**config.mk**
```make
export PLATFORM = sky130hd
export DESIGN_NAME = pipe_ctrl
export DESIGN_NICKNAME = d
export VERILOG_FILES = /design/src/rtl/pipe_ctrl_pkg.sv /design/src/rtl/pipe_ctrl_hazard.sv /design/src/rtl/pipe_ctrl.sv
export SDC_FILE = /design/constraint.sdc
export NUM_CORES = 1
export LEC_CHECK = 0
export CAP_MARGIN = 30
export CORE_MARGIN = 2
export CORE_UTILIZATION = 35
export CTS_BUF_LIST = sky130_fd_sc_hd__clkbuf_8
export CTS_CLUSTER_SIZE = 10
export DETAILED_ROUTE_END_ITERATION = 16
export PLACE_DENSITY = 0.67
export REMOVE_ABC_BUFFERS = 1
export SYNTH_ARGS = -nofsm -noshare
export SYNTH_HDL_FRONTEND = slang
export SYNTH_HIERARCHICAL = 1
export SYNTH_SLANG_ARGS = --single-unit
```
**constraint.sdc**
```tcl
create_clock -name clk_i -period 4.44 [get_ports clk_i]
set_clock_uncertainty 0.1 [all_clocks]
set_input_delay 1.11 -clock clk_i [delete_from_list [all_inputs] [get_ports clk_i]]
set_output_delay 1.11 -clock clk_i [all_outputs]
set_load 0.05 [all_outputs]
```
**src/rtl/pipe_ctrl_pkg.sv**
```systemverilog
// Shared pipeline-control definitions: register-file geometry, FSM encodings
// and the stall/flush bundle patterns driven by pipe_ctrl.
package pipe_ctrl_pkg;

  localparam int RADDR_WIDTH = 5;
  localparam int MEM_TIMEOUT = 255;
  localparam int ZERO_REG    = 0;
  localparam logic [31:0] NOP = 32'h0000_0013;

  typedef enum logic [1:0] {
    ST_RUN      = 2'd0,
    ST_MDU_WAIT = 2'd1,
    ST_MEM_WAIT = 2'd2,
    ST_ERR      = 2'd3
  } state_t;

  typedef struct packed {
    logic stall_if;
    logic stall_id;
    logic stall_exe;
    logic stall_mem;
    logic flush_id;
    logic flush_exe;
    logic flush_mem;
    logic flush_wb;
  } ctrl_t;

  // Each pattern keeps stall and flush on different pipeline registers.
  localparam ctrl_t CTRL_NONE  = 8'b0000_0000;
  localparam ctrl_t CTRL_MEM   = 8'b1111_0001;
  localparam ctrl_t CTRL_MDU   = 8'b1110_0010;
  localparam ctrl_t CTRL_ERR   = 8'b1111_0000;
  localparam ctrl_t CTRL_REDIR = 8'b0000_1100;
  localparam ctrl_t CTRL_LU    = 8'b1100_0100;

endpackage

```
**src/rtl/pipe_ctrl_hazard.sv**
```systemverilog
// Combinational load-use and redirect decode; a redirect in the same cycle
// squashes the ID instruction, so it masks the load-use hazard.
module pipe_ctrl_hazard #(
  parameter int RADDR_WIDTH = pipe_ctrl_pkg::RADDR_WIDTH
) (
  input  logic [RADDR_WIDTH-1:0] rs1_addr,
  input  logic [RADDR_WIDTH-1:0] rs2_addr,
  input  logic                   rs1_re,
  input  logic                   rs2_re,
  input  logic                   exe_is_load,
  input  logic                   exe_reg_we,
  input  logic [RADDR_WIDTH-1:0] exe_rd_addr,
  input  logic                   exe_redirect,
  output logic                   load_use,
  output logic                   redirect
);
  import pipe_ctrl_pkg::*;

  logic rd_live;
  logic src_match;

  assign rd_live   = exe_is_load & exe_reg_we & (exe_rd_addr != RADDR_WIDTH'(ZERO_REG));
  assign src_match = (rs1_re & (rs1_addr == exe_rd_addr)) |
                     (rs2_re & (rs2_addr == exe_rd_addr));

  assign redirect = exe_redirect;
  assign load_use = rd_live & src_match & ~exe_redirect;

endmodule

```
**src/rtl/pipe_ctrl.sv**
```systemverilog
// Pipeline stall/flush controller: memory-wait, multi-cycle MDU, redirect and
// load-use handling; outputs are combinational, state updates on clk_i.
module pipe_ctrl #(
  parameter int RADDR_WIDTH = pipe_ctrl_pkg::RADDR_WIDTH,
  parameter int MEM_TIMEOUT = pipe_ctrl_pkg::MEM_TIMEOUT
) (
  input  logic                   clk_i,
  input  logic                   rst_ni,
  input  logic [RADDR_WIDTH-1:0] id_rs1_addr_i,
  input  logic [RADDR_WIDTH-1:0] id_rs2_addr_i,
  input  logic                   id_rs1_re_i,
  input  logic                   id_rs2_re_i,
  input  logic                   exe_is_load_i,
  input  logic                   exe_reg_we_i,
  input  logic [RADDR_WIDTH-1:0] exe_rd_addr_i,
  input  logic                   exe_redirect_i,
  input  logic                   exe_mdu_start_i,
  input  logic                   mdu_done_i,
  input  logic                   mem_req_i,
  input  logic                   mem_ack_i,
  output logic                   stall_if_o,
  output logic                   stall_id_o,
  output logic                   stall_exe_o,
  output logic                   stall_mem_o,
  output logic                   flush_id_o,
  output logic                   flush_exe_o,
  output logic                   flush_mem_o,
  output logic                   flush_wb_o,
  output logic                   err_o,
  output logic [31:0]            stall_cnt_o
);
  import pipe_ctrl_pkg::*;

  localparam int CW = (MEM_TIMEOUT > 1) ? $clog2(MEM_TIMEOUT + 1) : 1;

  state_t        state, state_nxt, ret_state, ret_nxt;
  logic [CW-1:0] wait_cnt, wait_nxt;
  logic          err_q, err_nxt;
  logic          mem_wait, load_use, redirect;
  ctrl_t         ctrl, ctrl_out;

  assign mem_wait = mem_req_i & ~mem_ack_i;

  pipe_ctrl_hazard #(.RADDR_WIDTH(RADDR_WIDTH)) u_hazard (
    .rs1_addr    (id_rs1_addr_i),
    .rs2_addr    (id_rs2_addr_i),
    .rs1_re      (id_rs1_re_i),
    .rs2_re      (id_rs2_re_i),
    .exe_is_load (exe_is_load_i),
    .exe_reg_we  (exe_reg_we_i),
    .exe_rd_addr (exe_rd_addr_i),
    .exe_redirect(exe_redirect_i),
    .load_use    (load_use),
    .redirect    (redirect)
  );

  always_comb begin
    state_nxt = state;
    ret_nxt   = ret_state;
    wait_nxt  = wait_cnt;
    err_nxt   = err_q;
    ctrl      = CTRL_NONE;
    case (state)
      ST_RUN, ST_MDU_WAIT: begin
        if (mem_wait) begin
          ctrl      = CTRL_MEM;
          state_nxt = ST_MEM_WAIT;
          ret_nxt   = state;
          wait_nxt  = '0;
        end else if (state == ST_MDU_WAIT) begin
          // Redirects are not acted on here: EXE is held while the MDU runs.
          if (!mdu_done_i) ctrl = CTRL_MDU;
          else             state_nxt = ST_RUN;
        end else if (exe_mdu_start_i) begin
          ctrl      = CTRL_MDU;
          state_nxt = ST_MDU_WAIT;
        end else if (redirect) begin
          ctrl = CTRL_REDIR;
        end else if (load_use) begin
          ctrl = CTRL_LU;
        end
      end
      ST_MEM_WAIT: begin
        if (mem_ack_i) begin
          state_nxt = ret_state;
        end else begin
          ctrl     = CTRL_MEM;
          wait_nxt = wait_cnt + 1'b1;
          if (wait_cnt == CW'(MEM_TIMEOUT - 1)) begin
            state_nxt = ST_ERR;
            err_nxt   = 1'b1;
          end
        end
      end
      ST_ERR:  ctrl = CTRL_ERR;
      default: state_nxt = ST_RUN;
    endcase
  end

  assign ctrl_out    = rst_ni ? ctrl : CTRL_NONE;
  assign stall_if_o  = ctrl_out.stall_if;
  assign stall_id_o  = ctrl_out.stall_id;
  assign stall_exe_o = ctrl_out.stall_exe;
  assign stall_mem_o = ctrl_out.stall_mem;
  assign flush_id_o  = ctrl_out.flush_id;
  assign flush_exe_o = ctrl_out.flush_exe;
  assign flush_mem_o = ctrl_out.flush_mem;
  assign flush_wb_o  = ctrl_out.flush_wb;
  assign err_o       = err_q;

  always_ff @(posedge clk_i or negedge rst_ni) begin
    if (!rst_ni) begin
      state       <= ST_RUN;
      ret_state   <= ST_RUN;
      wait_cnt    <= '0;
      err_q       <= 1'b0;
      stall_cnt_o <= '0;
    end else begin
      state     <= state_nxt;
      ret_state <= ret_nxt;
      wait_cnt  <= wait_nxt;
      err_q     <= err_nxt;
      if (ctrl_out.stall_id) stall_cnt_o <= stall_cnt_o + 32'd1;
    end
  end

endmodule

```
* After elaboration in Yosys (flattened, before gate mapping)
Cells that the tools add are included.
Storage, ports and cells: output and inout bits 41, bits in registers 45, input port bits 26
Operators by class: reductions and logical operators 8, mux-type cells 19, equality and inequality tests 11, add/sub/neg operators 2, bitwise gates (word level) 10
Operators with widths (count):
- 8-bit two-way mux | 10
- 32-bit by 1-bit adder with 32-bit output (second input constant) | 1
- 8-bit one-hot mux with 3 select lines | 1
- 8-bit one-hot mux with 2 select lines | 1
- 2-bit two-way mux | 6
- 5-bit == test | 2
- 8-bit by 1-bit adder with 8-bit output (second input constant) | 1
- 8-bit == test (second input constant) | 1
- 4-bit inequality test (second input constant) | 2
- 1-bit bitwise AND | 7
- 3-bit AND reduction | 2
- 5-bit nonzero test | 1
- 2-bit == test (second input constant) | 2
- 2-bit inequality test (second input constant) | 2
- 2-bit one-hot mux with 2 select lines | 1
- 4-bit AND reduction | 1
- 3-bit inequality test (second input constant) | 1
- 2-bit by 1-bit == test with 1-bit output (second input constant) | 1
- 2-bit logical NOT | 1
- 1-bit inverter | 2
- 2-bit AND reduction | 1
- 2-bit nonzero test | 1
- 2-bit OR reduction | 1
- 1-bit OR | 1

* Longest topological paths before layout
depth after elaboration 12, gate-level depth with buffers 10

* Cells and area by module
The synthesis kept the hierarchy.
Modules (own cells, without submodules):
- pipe_ctrl | instances 1, area an instance 2280.9 um^2, cells each 221
- pipe_ctrl_hazard | instances 1, area an instance 148.9 um^2, cells each 20

* Worst setup path before layout
No wires, ideal clock.
kind input port to output port, start input port exe_rd_addr_i[2], end output port flush_exe_o, setup slack -0.042 ns, stages 6, required time 3.230 ns, arrival 3.272 ns, cell sequence xor2_1 nor4_2 nand3_1 a21oi_1 nor2_1 nor4_1
On the way: word-level cells in the longest chain between the ends 12, elaborated cells between the ends (all ways) 16
RTL lines:
- start, declared | RTL line pipe_ctrl.sv:15 | input logic [RADDR_WIDTH-1:0] exe_rd_addr_i,
- 5-bit == test, on equally long branches | RTL line pipe_ctrl_hazard.sv:23, pipe_ctrl_hazard.sv:24
- 1-bit bitwise AND, on equally long branches | RTL line pipe_ctrl_hazard.sv:23, pipe_ctrl_hazard.sv:24
- 1-bit OR | RTL line pipe_ctrl_hazard.sv:23 | assign src_match = (rs1_re & (rs1_addr == exe_rd_addr)) |
- 1-bit bitwise AND * (2 in a row) | RTL line pipe_ctrl_hazard.sv:27 | assign load_use = rd_live & src_match & ~exe_redirect;
- net load_use | RTL line pipe_ctrl.sv:39 | logic mem_wait, load_use, redirect;
- 8-bit two-way mux * | RTL line pipe_ctrl.sv:79 | end else if (load_use) begin
- 8-bit two-way mux * | RTL line pipe_ctrl.sv:77 | end else if (redirect) begin
- 8-bit two-way mux * | RTL line pipe_ctrl.sv:74 | end else if (exe_mdu_start_i) begin
- 8-bit two-way mux * | RTL line pipe_ctrl.sv:70 | end else if (state == ST_MDU_WAIT) begin
- 8-bit two-way mux * | RTL line pipe_ctrl.sv:65 | if (mem_wait) begin
- 8-bit one-hot mux with 3 select lines * | RTL line pipe_ctrl.sv:63 | case (state)
- 8-bit two-way mux * | RTL line pipe_ctrl.sv:100 | assign ctrl_out = rst_ni ? ctrl : CTRL_NONE;
- end, declared | RTL line pipe_ctrl.sv:26 | output logic flush_exe_o,
The timed path passes the listed nets; every way through them passes the cells marked *.

* Worst setup path in the final report
start input port exe_rd_addr_i[3], end output port stall_if_o
On the way: word-level cells in the longest chain between the ends 12, elaborated cells between the ends (all ways) 16
RTL lines:
- 5-bit == test, on equally long branches | RTL line pipe_ctrl_hazard.sv:23, pipe_ctrl_hazard.sv:24
- 1-bit bitwise AND, on equally long branches | RTL line pipe_ctrl_hazard.sv:23, pipe_ctrl_hazard.sv:24
- 1-bit OR | RTL line pipe_ctrl_hazard.sv:23
- 1-bit bitwise AND * (2 in a row) | RTL line pipe_ctrl_hazard.sv:27
- net load_use | RTL line pipe_ctrl.sv:39
- 8-bit two-way mux * | RTL line pipe_ctrl.sv:79
- 8-bit two-way mux * | RTL line pipe_ctrl.sv:77
- 8-bit two-way mux * | RTL line pipe_ctrl.sv:74
- 8-bit two-way mux * | RTL line pipe_ctrl.sv:70
- 8-bit two-way mux * | RTL line pipe_ctrl.sv:65
- 8-bit one-hot mux with 3 select lines * | RTL line pipe_ctrl.sv:63
- 8-bit two-way mux * | RTL line pipe_ctrl.sv:100
- end, declared | RTL line pipe_ctrl.sv:21 | output logic stall_if_o,
Marked as above.

==> summary.txt <==
nature of the critical path startpoint - input port
Final setup viols - 0
Pins Over Slew Limit - 0
Final Cell Area - 3304 um^2
Seq cells post-synth - 45
DIE HEIGHT - 87.32 um
Wirelength per Cell - 14.28 um
synth top area cells - dfrtp_1, xnor2_1, xor2_1
mux share of post-synthesis cell area - 1.287%
GRT overflow - 0
Num CTS Buffers - 5
crit path max fanout - 9
initial drt markers - 82
Synth Area in Adders - 1.545%
Switching Share - 39.36%
final hold violations - 0
Syn-to-layout area delta - 35.99%
layout cells sized above 1 - 9.615%
post-synthesis cell type count - 38
post-synth top area cell - dfrtp_1
Post-DP Area - 3199 um^2
final net count - 340
top post-synthesis cells by count - dfrtp_1, xnor2_1, nand2_1
Seq/Total Area, Yosys - 46.34%
drt drc - 0
RSZ-0062 raised after global routing - false
period utilisation layout - 93.89%
crit end category - primary output
Fmax - 239.9 MHz
kind of critical path - in -> out
flop2flop setup slack - 2.28 ns
reg2reg path depth - 6
Setup Buffers After CTS - 0
largest stage delay on the critical path - 0.47 ns
Max Cap Viol - 0
IO Count - 67
Synth async-reset ratio - 100.0%
Root Buffer - clkbuf_8
Pre-antenna DRT Iters - 4
Post-synth EDFFs - 0
CTS tree - done
Tightest Pin Transition - 0.6442 ns
core area - 6756 um^2
CTS Sinks - 45
Horiz. Die Dim - 87.32 um
Hold Slack - 0.3655 ns
Synth Area per Inst - 10.08 um^2
HPWL after DPL - 4.213 mm
IO buf count - 66
initial antenna violation count - 0
clock network fraction of total power - 21.9%
Hold Crit Class - reg -> reg
status - completed
share of the synthesized area in the top cell type - 46.34%
Post-Synthesis Cells - 241
H-Tree Depth - 2
slew margin rel. - 56.97%
Overall Global Routing Usage - 15.74%
Clock Latency Late Sink - 0.30 ns
Compound-Gate Fraction of Synth Area - 6.385%
Starting Density - 35.96%
hold path depth - 2
cell area after synthesis - 2430 um^2
Leak - 1.384 nW
n_diodes - 0
main flop type after synthesis - dfrtp_1
CP Cell Sequence - clkdlybuf4s50_1 -> xor2_1 -> nor4_1 -> nand3_1 -> a21oi_1 -> nand2_1 -> a21o_1 -> inv_4 -> buf_12
PD cells - 381.7 nW/um^2
P_sw - 0.0004964 W
Int Pwr - 0.0007649 W
most numerous cell in the Yosys netlist - dfrtp_1
Arr. time, crit path - 2.96 ns
Simple-Gate Fraction of Synth Area - 24.61%
Post-Synth XOR/XNOR Area - 16.58%
synth warn - 6
vias in the first global route - 1988
vias - 1954
global-route wire length before repair - 9.584 mm
Vias per Instance - 4.985
Tmin final - 4.169 ns
Seq pwr share - 43.3%
Final GP Congestion - 0.9060
fillers - 631
largest family of logic cells by synthesized area - simple AND/OR/NAND/NOR gates
Critical-path top delay cell - clkdlybuf4s50_1
Rows - 30
combinational power share - 34.8%
maximum root-to-sink buffer count - 2
worst vdd ir - 0.2330 mV
cts hold-fix bufs - 0
Required @ worst endpoint - 3.23 ns
Reg clk slew, reported paths - 0.08 ns
die area - 7625 um^2
WL final - 5.596 mm
Post-DRT Antenna Nets - 0
largest net degree at the start of global routing - 48
==> routing by layer <==
layer	wire length (um)	global-route usage, %	vias up	share of wire, %
met5	0	0	-	0
met4	52	4.755	0	0.93
met3	184	3.033	4	3.3
met2	2644	24.66	35	47
met1	2715	22.06	933	49
li1	-	-	982	-
==> final cells by class <==
cell class | count | area, um^2 | share of cell area, %
clock inverter | 2 | 16.27 | 0.4922
multi-input combinational | 182 | 1231 | 37.26
clock buffer | 6 | 82.58 | 2.499
tap | 80 | 100.1 | 3.029
inverter | 6 | 25.02 | 0.7573
timing repair buffer | 71 | 723.2 | 21.89
sequential | 45 | 1126 | 34.08
==> cells in the final DEF, fill, tap and decap left out, types with 2 or more instances in the layout <==
cell | synthesis | routed
xor2_1 | 18 | 18
nor3_1 | 4 | 4
nand2_1 | 20 | 20
nand4_1 | 17 | 17
a2111oi_4 | 2 | 2
nor4_1 | 3 | 2
buf_4 | 4 | 9
clkdlybuf4s50_1 | 0 | 57
and4_1 | 5 | 5
nor2b_1 | 5 | 5
buf_12 | 0 | 4
inv_1 | 5 | 5
ha_1 | 3 | 3
clkbuf_8 | 0 | 6
dfrtp_1 | 45 | 45
nand3_1 | 18 | 18
nor2_1 | 18 | 18
and2_1 | 2 | 2
o21ai_0 | 4 | 4
nor4_2 | 1 | 2
xnor2_1 | 28 | 28
a21oi_1 | 6 | 6
nand2b_1 | 2 | 2
mux2i_1 | 2 | 2
and3_1 | 11 | 11
a211oi_1 | 2 | 2
==> repair_timing <==
item,in CTS,in global routing
endpoints found under the setup margin,0,1
gates resized for setup,0,1
endpoints found under the hold margin,0,0
==> path summary, 6_finish.rpt <==
| check | from | to |
|---|---|---|
| worst max-delay path | exe_rd_addr_i[3] | stall_if_o |
| worst min-delay path | err_o | err_o |
| worst max register to register | state[0] | stall_cnt_o[12] |
| worst min register to register | err_o | err_o |
| max in group asynchronous | rst_ni | stall_cnt_o[22] |
| min in group asynchronous | rst_ni | state[0] |
==> critical path: cells and delay by family <==
| family | cells | cell delay, ns |
|---|---|---|
| compound gates | 2 | 0.41 |
| xor+xnor | 1 | 0.19 |
| buf+inv | 3 | 0.75 |
| simple gates | 3 | 0.50 |
==> power by group through the flow <==
| stage | clock network (W) | registers (W) | logic [W] |
|---|---|---|---|
| global placement | 0 | 0.000550 | 0.000436 |
| detailed placement | 0 | 0.000552 | 0.000443 |
| floorplan | 0 | 0.000636 | 0.000180 |
| finish | 0.000276 | 0.000546 | 0.000439 |
| global route | 0.000301 | 0.000558 | 0.000472 |
| CTS | 0.000285 | 0.000545 | 0.000443 |
==> registers in the layout (all words and copies together), names as in the netlist <==
| register | cells |
|---|---|
| state | 2 |
| ret_state | 2 |
| stall_cnt_o | 32 |
| err_o | 1 |
| wait_cnt | 8 |
==> per-stage QoR <==
stage               util, %  std cells   power, W   TNS, ns  worst slack, ns
finish                48.91        392   0.001261         0           0.2711
global route          48.91        392   0.001332         0          0.01409
CTS                   48.81        392   0.001273         0           0.2307
detailed placement    47.35        384  0.0009948         0           0.2324
global placement      47.35        384  0.0009862         0           0.2879
floorplan                 -        233  0.0008162  -0.04219         -0.04219
==> logic make-up (layout without fill, tap and decap cells) <==
kind of cell,after synthesis,in the layout
AO/OA/AOI/OAI,19,19
XOR/XNOR,46,46
adder cells (fa/ha/maj),3,3
buffers and inverters,14,85
flip-flops,45,45
multiplexers,3,3
AND/OR/NAND/NOR,111,111
Power figures use the tool's default switching activity.
